**config.mk**
```make
export PLATFORM = sky130hd
export DESIGN_NAME = midi_voice_alloc
export DESIGN_NICKNAME = d
export VERILOG_FILES = /design/src/rtl/synth_pkg.sv /design/src/rtl/voice_alloc_slot.sv /design/src/rtl/midi_voice_alloc.sv
export SDC_FILE = /design/constraint.sdc
export NUM_CORES = 1
export LEC_CHECK = 0
export ABC_AREA = 0
export CORE_UTILIZATION = 55
export CTS_CLUSTER_SIZE = 30
export DETAILED_ROUTE_END_ITERATION = 16
export HOLD_SLACK_MARGIN = 0.15
export MAX_ROUTING_LAYER = met4
export PLACE_DENSITY = 0.87
export SLEW_MARGIN = 20
export SYNTH_ARGS = -nofsm -noshare
export SYNTH_HDL_FRONTEND = slang
export SYNTH_HIERARCHICAL = 1
export SYNTH_SLANG_ARGS = --single-unit
export TNS_END_PERCENT = 5
```
**constraint.sdc**
```tcl
create_clock -name clk32 -period 3.4 [get_ports clk32]
set_input_delay 0.85 -clock clk32 [delete_from_list [all_inputs] [get_ports clk32]]
set_output_delay 0.85 -clock clk32 [all_outputs]
set_load 0.02 [all_outputs]
```
**src/rtl/synth_pkg.sv**
```systemverilog
// Shared types and widths for the clk32 synthesis datapath: field widths,
// allocator FSM states and the per-voice record.
package synth_pkg;

    localparam int NOTE_W    = 7;
    localparam int VEL_W     = 7;
    localparam int CH_W      = 4;
    // Storage width of the age field; AGE_W of an allocator must not exceed it.
    localparam int AGE_MAX_W = 16;

    typedef enum logic [1:0] {
        IDLE,
        SCAN,
        COMMIT
    } alloc_state_t;

    typedef struct packed {
        logic                 gate;
        logic [NOTE_W-1:0]    note;
        logic [VEL_W-1:0]     vel;
        logic [CH_W-1:0]      chan;
        logic [AGE_MAX_W-1:0] age;
    } voice_t;

endpackage

```
**src/rtl/voice_alloc_slot.sv**
```systemverilog
// One voice of the allocator: gate/note/vel/chan registers plus a saturating
// age counter. The age output port exists only when VOICE_STEAL_EN is defined.
module voice_alloc_slot
    import synth_pkg::*;
#(
    parameter int AGE_W = 4
) (
    input  logic                 clk32,
    input  logic                 rst,
    input  logic                 clear,
    input  logic                 load,
    input  logic                 retrig,
    input  logic                 rel,
    input  logic                 age_inc,
    input  logic [NOTE_W-1:0]    note_i,
    input  logic [VEL_W-1:0]     vel_i,
    input  logic [CH_W-1:0]      chan_i,
`ifdef VOICE_STEAL_EN
    output logic [AGE_MAX_W-1:0] age_o,
`endif
    output logic                 gate_o,
    output logic [NOTE_W-1:0]    note_o,
    output logic [VEL_W-1:0]     vel_o,
    output logic [CH_W-1:0]      chan_o
);

    localparam logic [AGE_MAX_W-1:0] AGE_SAT = AGE_MAX_W'((1 << AGE_W) - 1);

    voice_t voice_q, voice_d;

    always_comb begin
        voice_d = voice_q;
        if (clear) begin
            voice_d.gate = 1'b0;
            voice_d.age  = '0;
        end else if (load) begin
            voice_d.gate = 1'b1;
            voice_d.note = note_i;
            voice_d.vel  = vel_i;
            voice_d.chan = chan_i;
            voice_d.age  = '0;
        end else if (retrig) begin
            voice_d.vel = vel_i;
            voice_d.age = '0;
        end else if (rel) begin
            voice_d.gate = 1'b0;
        end else if (age_inc && voice_q.gate && (voice_q.age != AGE_SAT)) begin
            voice_d.age = voice_q.age + 1'b1;
        end
    end

    always_ff @(posedge clk32) begin
        if (rst) begin
            voice_q <= '0;
        end else begin
            voice_q <= voice_d;
        end
    end

    assign gate_o = voice_q.gate;
    assign note_o = voice_q.note;
    assign vel_o  = voice_q.vel;
    assign chan_o = voice_q.chan;
`ifdef VOICE_STEAL_EN
    assign age_o  = voice_q.age;
`endif

endmodule

```
**src/rtl/midi_voice_alloc.sv**
```systemverilog
// Polyphonic voice allocator: serial scan of NUM_VOICES slots, then a single
// commit cycle. Oldest-voice stealing is built only when VOICE_STEAL_EN is defined.
module midi_voice_alloc
    import synth_pkg::*;
#(
    parameter int NUM_VOICES = 8,
    parameter int AGE_W      = 4
) (
    input  logic                         clk32,
    input  logic                         rst,
    input  logic                         note_pressed,
    input  logic                         note_released,
    input  logic [CH_W-1:0]              channel,
    input  logic [NOTE_W-1:0]            note,
    input  logic [VEL_W-1:0]             velocity,
    input  logic                         all_off,
    output logic [NUM_VOICES-1:0]        voice_gate,
    output logic [NOTE_W*NUM_VOICES-1:0] voice_note,
    output logic [VEL_W*NUM_VOICES-1:0]  voice_vel,
    output logic [CH_W*NUM_VOICES-1:0]   voice_chan,
    output logic                         busy,
    output logic                         dropped
);

    localparam int               IDX_W    = $clog2(NUM_VOICES);
    localparam logic [IDX_W-1:0] LAST_IDX = IDX_W'(NUM_VOICES - 1);

    alloc_state_t      state_q, state_d;
    logic [IDX_W-1:0]  idx_q, idx_d;
    logic              ev_on_q, ev_on_d;
    logic [NOTE_W-1:0] ev_note_q, ev_note_d;
    logic [VEL_W-1:0]  ev_vel_q, ev_vel_d;
    logic [CH_W-1:0]   ev_chan_q, ev_chan_d;
    logic              match_found_q, match_found_d;
    logic [IDX_W-1:0]  match_idx_q, match_idx_d;
    logic              free_found_q, free_found_d;
    logic [IDX_W-1:0]  free_idx_q, free_idx_d;
    logic              busy_q, busy_d;
    logic              dropped_q, dropped_d;
`ifdef VOICE_STEAL_EN
    logic                 old_found_q, old_found_d;
    logic [IDX_W-1:0]     old_idx_q, old_idx_d;
    logic [AGE_MAX_W-1:0] old_age_q, old_age_d;
    logic [AGE_MAX_W-1:0] age_arr [NUM_VOICES];
`endif

    logic              gate_arr [NUM_VOICES];
    logic [NOTE_W-1:0] note_arr [NUM_VOICES];
    logic [VEL_W-1:0]  vel_arr  [NUM_VOICES];
    logic [CH_W-1:0]   chan_arr [NUM_VOICES];

    logic                  slot_clear;
    logic [NUM_VOICES-1:0] slot_load, slot_retrig, slot_rel;
    logic                  alloc;
    logic [IDX_W-1:0]      alloc_idx;
    logic                  event_in;

    assign event_in = note_pressed | note_released;

    always_comb begin
        state_d       = state_q;
        idx_d         = idx_q;
        ev_on_d       = ev_on_q;
        ev_note_d     = ev_note_q;
        ev_vel_d      = ev_vel_q;
        ev_chan_d     = ev_chan_q;
        match_found_d = match_found_q;
        match_idx_d   = match_idx_q;
        free_found_d  = free_found_q;
        free_idx_d    = free_idx_q;
`ifdef VOICE_STEAL_EN
        old_found_d   = old_found_q;
        old_idx_d     = old_idx_q;
        old_age_d     = old_age_q;
`endif
        dropped_d     = 1'b0;
        slot_clear    = 1'b0;
        slot_load     = '0;
        slot_retrig   = '0;
        slot_rel      = '0;
        alloc         = 1'b0;
        alloc_idx     = '0;

        if (all_off) begin
            slot_clear = 1'b1;
            state_d    = IDLE;
        end else begin
            case (state_q)
                IDLE: begin
                    if (event_in) begin
                        ev_on_d       = note_pressed && (velocity != '0);
                        ev_note_d     = note;
                        ev_vel_d      = velocity;
                        ev_chan_d     = channel;
                        idx_d         = '0;
                        match_found_d = 1'b0;
                        free_found_d  = 1'b0;
`ifdef VOICE_STEAL_EN
                        old_found_d   = 1'b0;
`endif
                        state_d       = SCAN;
                    end
                end
                SCAN: begin
                    dropped_d = event_in;
                    if (gate_arr[idx_q] && (note_arr[idx_q] == ev_note_q) &&
                        (chan_arr[idx_q] == ev_chan_q) && !match_found_q) begin
                        match_found_d = 1'b1;
                        match_idx_d   = idx_q;
                    end
                    if (!gate_arr[idx_q] && !free_found_q) begin
                        free_found_d = 1'b1;
                        free_idx_d   = idx_q;
                    end
`ifdef VOICE_STEAL_EN
                    // Strict compare keeps the lowest index on equal ages.
                    if (gate_arr[idx_q] && (!old_found_q || (age_arr[idx_q] > old_age_q))) begin
                        old_found_d = 1'b1;
                        old_idx_d   = idx_q;
                        old_age_d   = age_arr[idx_q];
                    end
`endif
                    if (idx_q == LAST_IDX) begin
                        state_d = COMMIT;
                    end else begin
                        idx_d = idx_q + 1'b1;
                    end
                end
                COMMIT: begin
                    dropped_d = event_in;
                    state_d   = IDLE;
                    if (ev_on_q) begin
                        if (match_found_q) begin
                            slot_retrig[match_idx_q] = 1'b1;
                            alloc                    = 1'b1;
                            alloc_idx                = match_idx_q;
                        end else if (free_found_q) begin
                            slot_load[free_idx_q] = 1'b1;
                            alloc                 = 1'b1;
                            alloc_idx             = free_idx_q;
                        end
`ifdef VOICE_STEAL_EN
                        else if (old_found_q) begin
                            slot_load[old_idx_q] = 1'b1;
                            alloc                = 1'b1;
                            alloc_idx            = old_idx_q;
                        end
`else
                        else begin
                            dropped_d = 1'b1;
                        end
`endif
                    end else if (match_found_q) begin
                        slot_rel[match_idx_q] = 1'b1;
                    end
                end
                default: state_d = IDLE;
            endcase
        end

        busy_d = (state_d != IDLE);
    end

    always_ff @(posedge clk32) begin
        if (rst) begin
            state_q       <= IDLE;
            idx_q         <= '0;
            ev_on_q       <= 1'b0;
            ev_note_q     <= '0;
            ev_vel_q      <= '0;
            ev_chan_q     <= '0;
            match_found_q <= 1'b0;
            match_idx_q   <= '0;
            free_found_q  <= 1'b0;
            free_idx_q    <= '0;
            busy_q        <= 1'b0;
            dropped_q     <= 1'b0;
`ifdef VOICE_STEAL_EN
            old_found_q   <= 1'b0;
            old_idx_q     <= '0;
            old_age_q     <= '0;
`endif
        end else begin
            state_q       <= state_d;
            idx_q         <= idx_d;
            ev_on_q       <= ev_on_d;
            ev_note_q     <= ev_note_d;
            ev_vel_q      <= ev_vel_d;
            ev_chan_q     <= ev_chan_d;
            match_found_q <= match_found_d;
            match_idx_q   <= match_idx_d;
            free_found_q  <= free_found_d;
            free_idx_q    <= free_idx_d;
            busy_q        <= busy_d;
            dropped_q     <= dropped_d;
`ifdef VOICE_STEAL_EN
            old_found_q   <= old_found_d;
            old_idx_q     <= old_idx_d;
            old_age_q     <= old_age_d;
`endif
        end
    end

    for (genvar i = 0; i < NUM_VOICES; i++) begin : g_slot
        voice_alloc_slot #(
            .AGE_W(AGE_W)
        ) u_slot (
            .clk32  (clk32),
            .rst    (rst),
            .clear  (slot_clear),
            .load   (slot_load[i]),
            .retrig (slot_retrig[i]),
            .rel    (slot_rel[i]),
            .age_inc(alloc && (alloc_idx != IDX_W'(i))),
            .note_i (ev_note_q),
            .vel_i  (ev_vel_q),
            .chan_i (ev_chan_q),
`ifdef VOICE_STEAL_EN
            .age_o  (age_arr[i]),
`endif
            .gate_o (gate_arr[i]),
            .note_o (note_arr[i]),
            .vel_o  (vel_arr[i]),
            .chan_o (chan_arr[i])
        );

        assign voice_gate[i]                = gate_arr[i];
        assign voice_note[NOTE_W*i +: NOTE_W] = note_arr[i];
        assign voice_vel[VEL_W*i +: VEL_W]    = vel_arr[i];
        assign voice_chan[CH_W*i +: CH_W]     = chan_arr[i];
    end

    assign busy    = busy_q;
    assign dropped = dropped_q;

endmodule
```
==> summary.md <==
| Metric | Value |
|---|---|
| Outcome | `finished, final reports clean` |
| Clk network pwr share | `0.473` |
| CP delay by family, top | `multiplexers` |
| Final hold viol count | `0` |
| RSZ-0062 raised after global routing | `no` |
| Layout Nets | `1,083` |
| Sw Ratio | `0.218` |
| H-tree depth | `4` |
| Area occupied by multi-input gates | `0.00385 mm²` |
| Initial DRC Count | `826` |
| Worst-Margin Slew | `0.987 ns` |
| Die height | `122 µm` |
| CP max stage delay | `0.66 ns` |
| Clock sinks | `186` |
| Num CTS Buffers | `17` |
| Synthesized area per cell | `8.86 µm²` |
| Crit-path slowest cell | `dfxtp_1` |
| Post-DP HPWL | `16.4 mm` |
| Mapped cell area | `0.00796 mm²` |
| # setup viols final | `0` |
| Initial antenna violation count | `0` |
| Setup Buffers After CTS | `0` |
| Fin util | `0.742` |
| Largest net degree at the start of global routing | `93` |
| Via-to-Cell Ratio | `5.86` |
| Share of cells above drive strength 1 | `0.0768` |
| Pint | `3580 µW` |
| P per Cell Area | `441 mW/mm²` |
| CTS root buf | `clkbuf_16` |
| Final worst slack | `0.500 ns` |
| GR Overflow Total | `0` |
| Seq pwr share | `0.488` |
| CTS tree | `built` |
| Synth warn | `6` |
| Fin. max-slew vios | `0` |
| DRC | `0` |
| Setup tns final | `0 ns` |
| Cells after synthesis | `899` |
| Synth Net Count | `927` |
| CP Cell Sequence | `buf_4 -> mux4_1 -> mux2i_1 -> xnor2_1 -> nor4_2 -> buf_4 -> nand4b_2 -> mux2i_1` |
| Global-route wire length before repair | `37.0 mm` |
| Vias in the first global route | `6,858` |
| Number of I/O port buffers | `176` |
| Logic pwr share | `0.039` |
| Crit Path Max Fanout | `11` |
| Max-slew headroom | `0.341` |
| Pre-CTS setup slack | `0.342 ns` |
| Max Root-Sink Buffers | `2` |
| Max cap viols | `0` |
| Die width | `122 µm` |
| CP bufs+invs | `2` |
| Via count | `7,314` |
| Routability cong. | `0.960` |
| Hold crit path type | `reg2reg` |
| Hold WS | `0.470 ns` |
| Global Route Usage Sum | `0.339` |
| Post-route minimum period | `2.90 ns` |
| Switching pwr | `999 µW` |
| Commonest cells after routing, fill and taps aside | `nand2_1 (224), dfxtp_1 (185), clkdlybuf4s50_1 (175)` |
| Reg area | `0.00372 mm²` |
| Startpoint class of the critical path | `flop` |
| Final wirelength | `24.2 mm` |
| Initial cell density of the core | `0.569` |
| Fin crit share | `0.853` |
| DR pass1 iterations | `5` |
| Crit path required time | `3.72 ns` |
| Peak supply drop | `465 µV` |
| Post-cts sizing count | `0` |
| Layout area overhead | `30.3%` |
| Core area | `0.0140 mm²` |
| Lkg Pwr | `0.00404 µW` |
| CTS Hold Buffers Added | `0` |
| Fillcell total | `968` |
| DRT antenna net count | `0` |
| Clock slew at reported path FFs | `0.07 ns` |
| Crit Path Class | `reg2reg` |
| DIE AREA | `0.0150 mm²` |
| Most common library cell in the layout ignoring fill and taps | `nand2_1` |
| Worst Skew | `0.00833 ns` |
| Fmax | `0.345 GHz` |
| # diodes | `0` |
| WL/cell | `19.4 µm` |
| Worst-skew pair later-pin latency | `0.43 ns` |
| Worst EP arrival | `3.22 ns` |
| Crit. End Element | `flop` |
| Rows | `43` |
| I/O pin count | `177` |
## area by class of cell
| type | count | area share |
|---|---|---|
| clock buffer | 23 | 0.0470 |
| clock inverter | 9 | 0.0156 |
| inverter | 2 | 0.000724 |
| multi-input combinational | 653 | 0.372 |
| sequential | 186 | 0.359 |
| tap | 180 | 0.0217 |
| timing repair buffer | 195 | 0.184 |
## power by group through the flow
stage / clock network (µW) / logic (µW) / registers [µW]
5_1_grt: 2270 / 189 / 2240
4_1_cts: 2180 / 175 / 2230
3_3_place_gp: 0 / 172 / 2280
3_5_place_dp: 0 / 173 / 2280
6_report: 2170 / 177 / 2240
2_1_floorplan: 0 / 99.7 / 2270
## metal layers
layer | track usage | part of all wire | wire length, µm
met5 | - | 0 | 0
met1 | 0.412 | 0.40 | 9630
met3 | 0.0897 | 0.11 | 2550
met2 | 0.517 | 0.46 | 11200
met4 | 0.172 | 0.035 | 836
## through the flow
stage / total power (µW) / instance area (µm²) / cells
global placement: 2450 / 9730 / 1216
CTS: 4590 / 10400 / 1248
finish: 4580 / 10400 / 1248
floorplan: 2370 / 7960 / 899
detailed placement: 2460 / 9730 / 1216
global route: 4690 / 10400 / 1248
## sequential cells by signal, summed over array words and instances, names as in the netlist
signal	cells
match_idx_q	3
ev_note_q	7
ev_vel_q	7
dropped	1
idx_q	3
g_slot.u_slot/vel_o	56
ev_chan_q	4
match_found_q	1
g_slot.u_slot/gate_o	8
ev_on_q	1
free_found_q	1
g_slot.u_slot/chan_o	32
state_q	2
busy	1
free_idx_q	3
g_slot.u_slot/note_o	56
## path summary, 6_finish.rpt
kind | cells after the start | start | to | slack [ns]
max | 8 | idx_q[1] | match_idx_q[2] | 0.50
min | 2 | g_slot[1].u_slot/note_o[1] | g_slot[1].u_slot/note_o[1] | 0.47
min reg2reg | 2 | g_slot[1].u_slot/note_o[1] | g_slot[1].u_slot/note_o[1] | 0.47
max reg2reg | 8 | idx_q[1] | match_idx_q[2] | 0.50
## worst min-delay path, stage by stage (launching register included)
cell,delay (ns)
dfxtp_1,0.32
nand2_1,0.05
a21oi_1,0.05
Note: power is estimated with default switching activity, not from simulation.
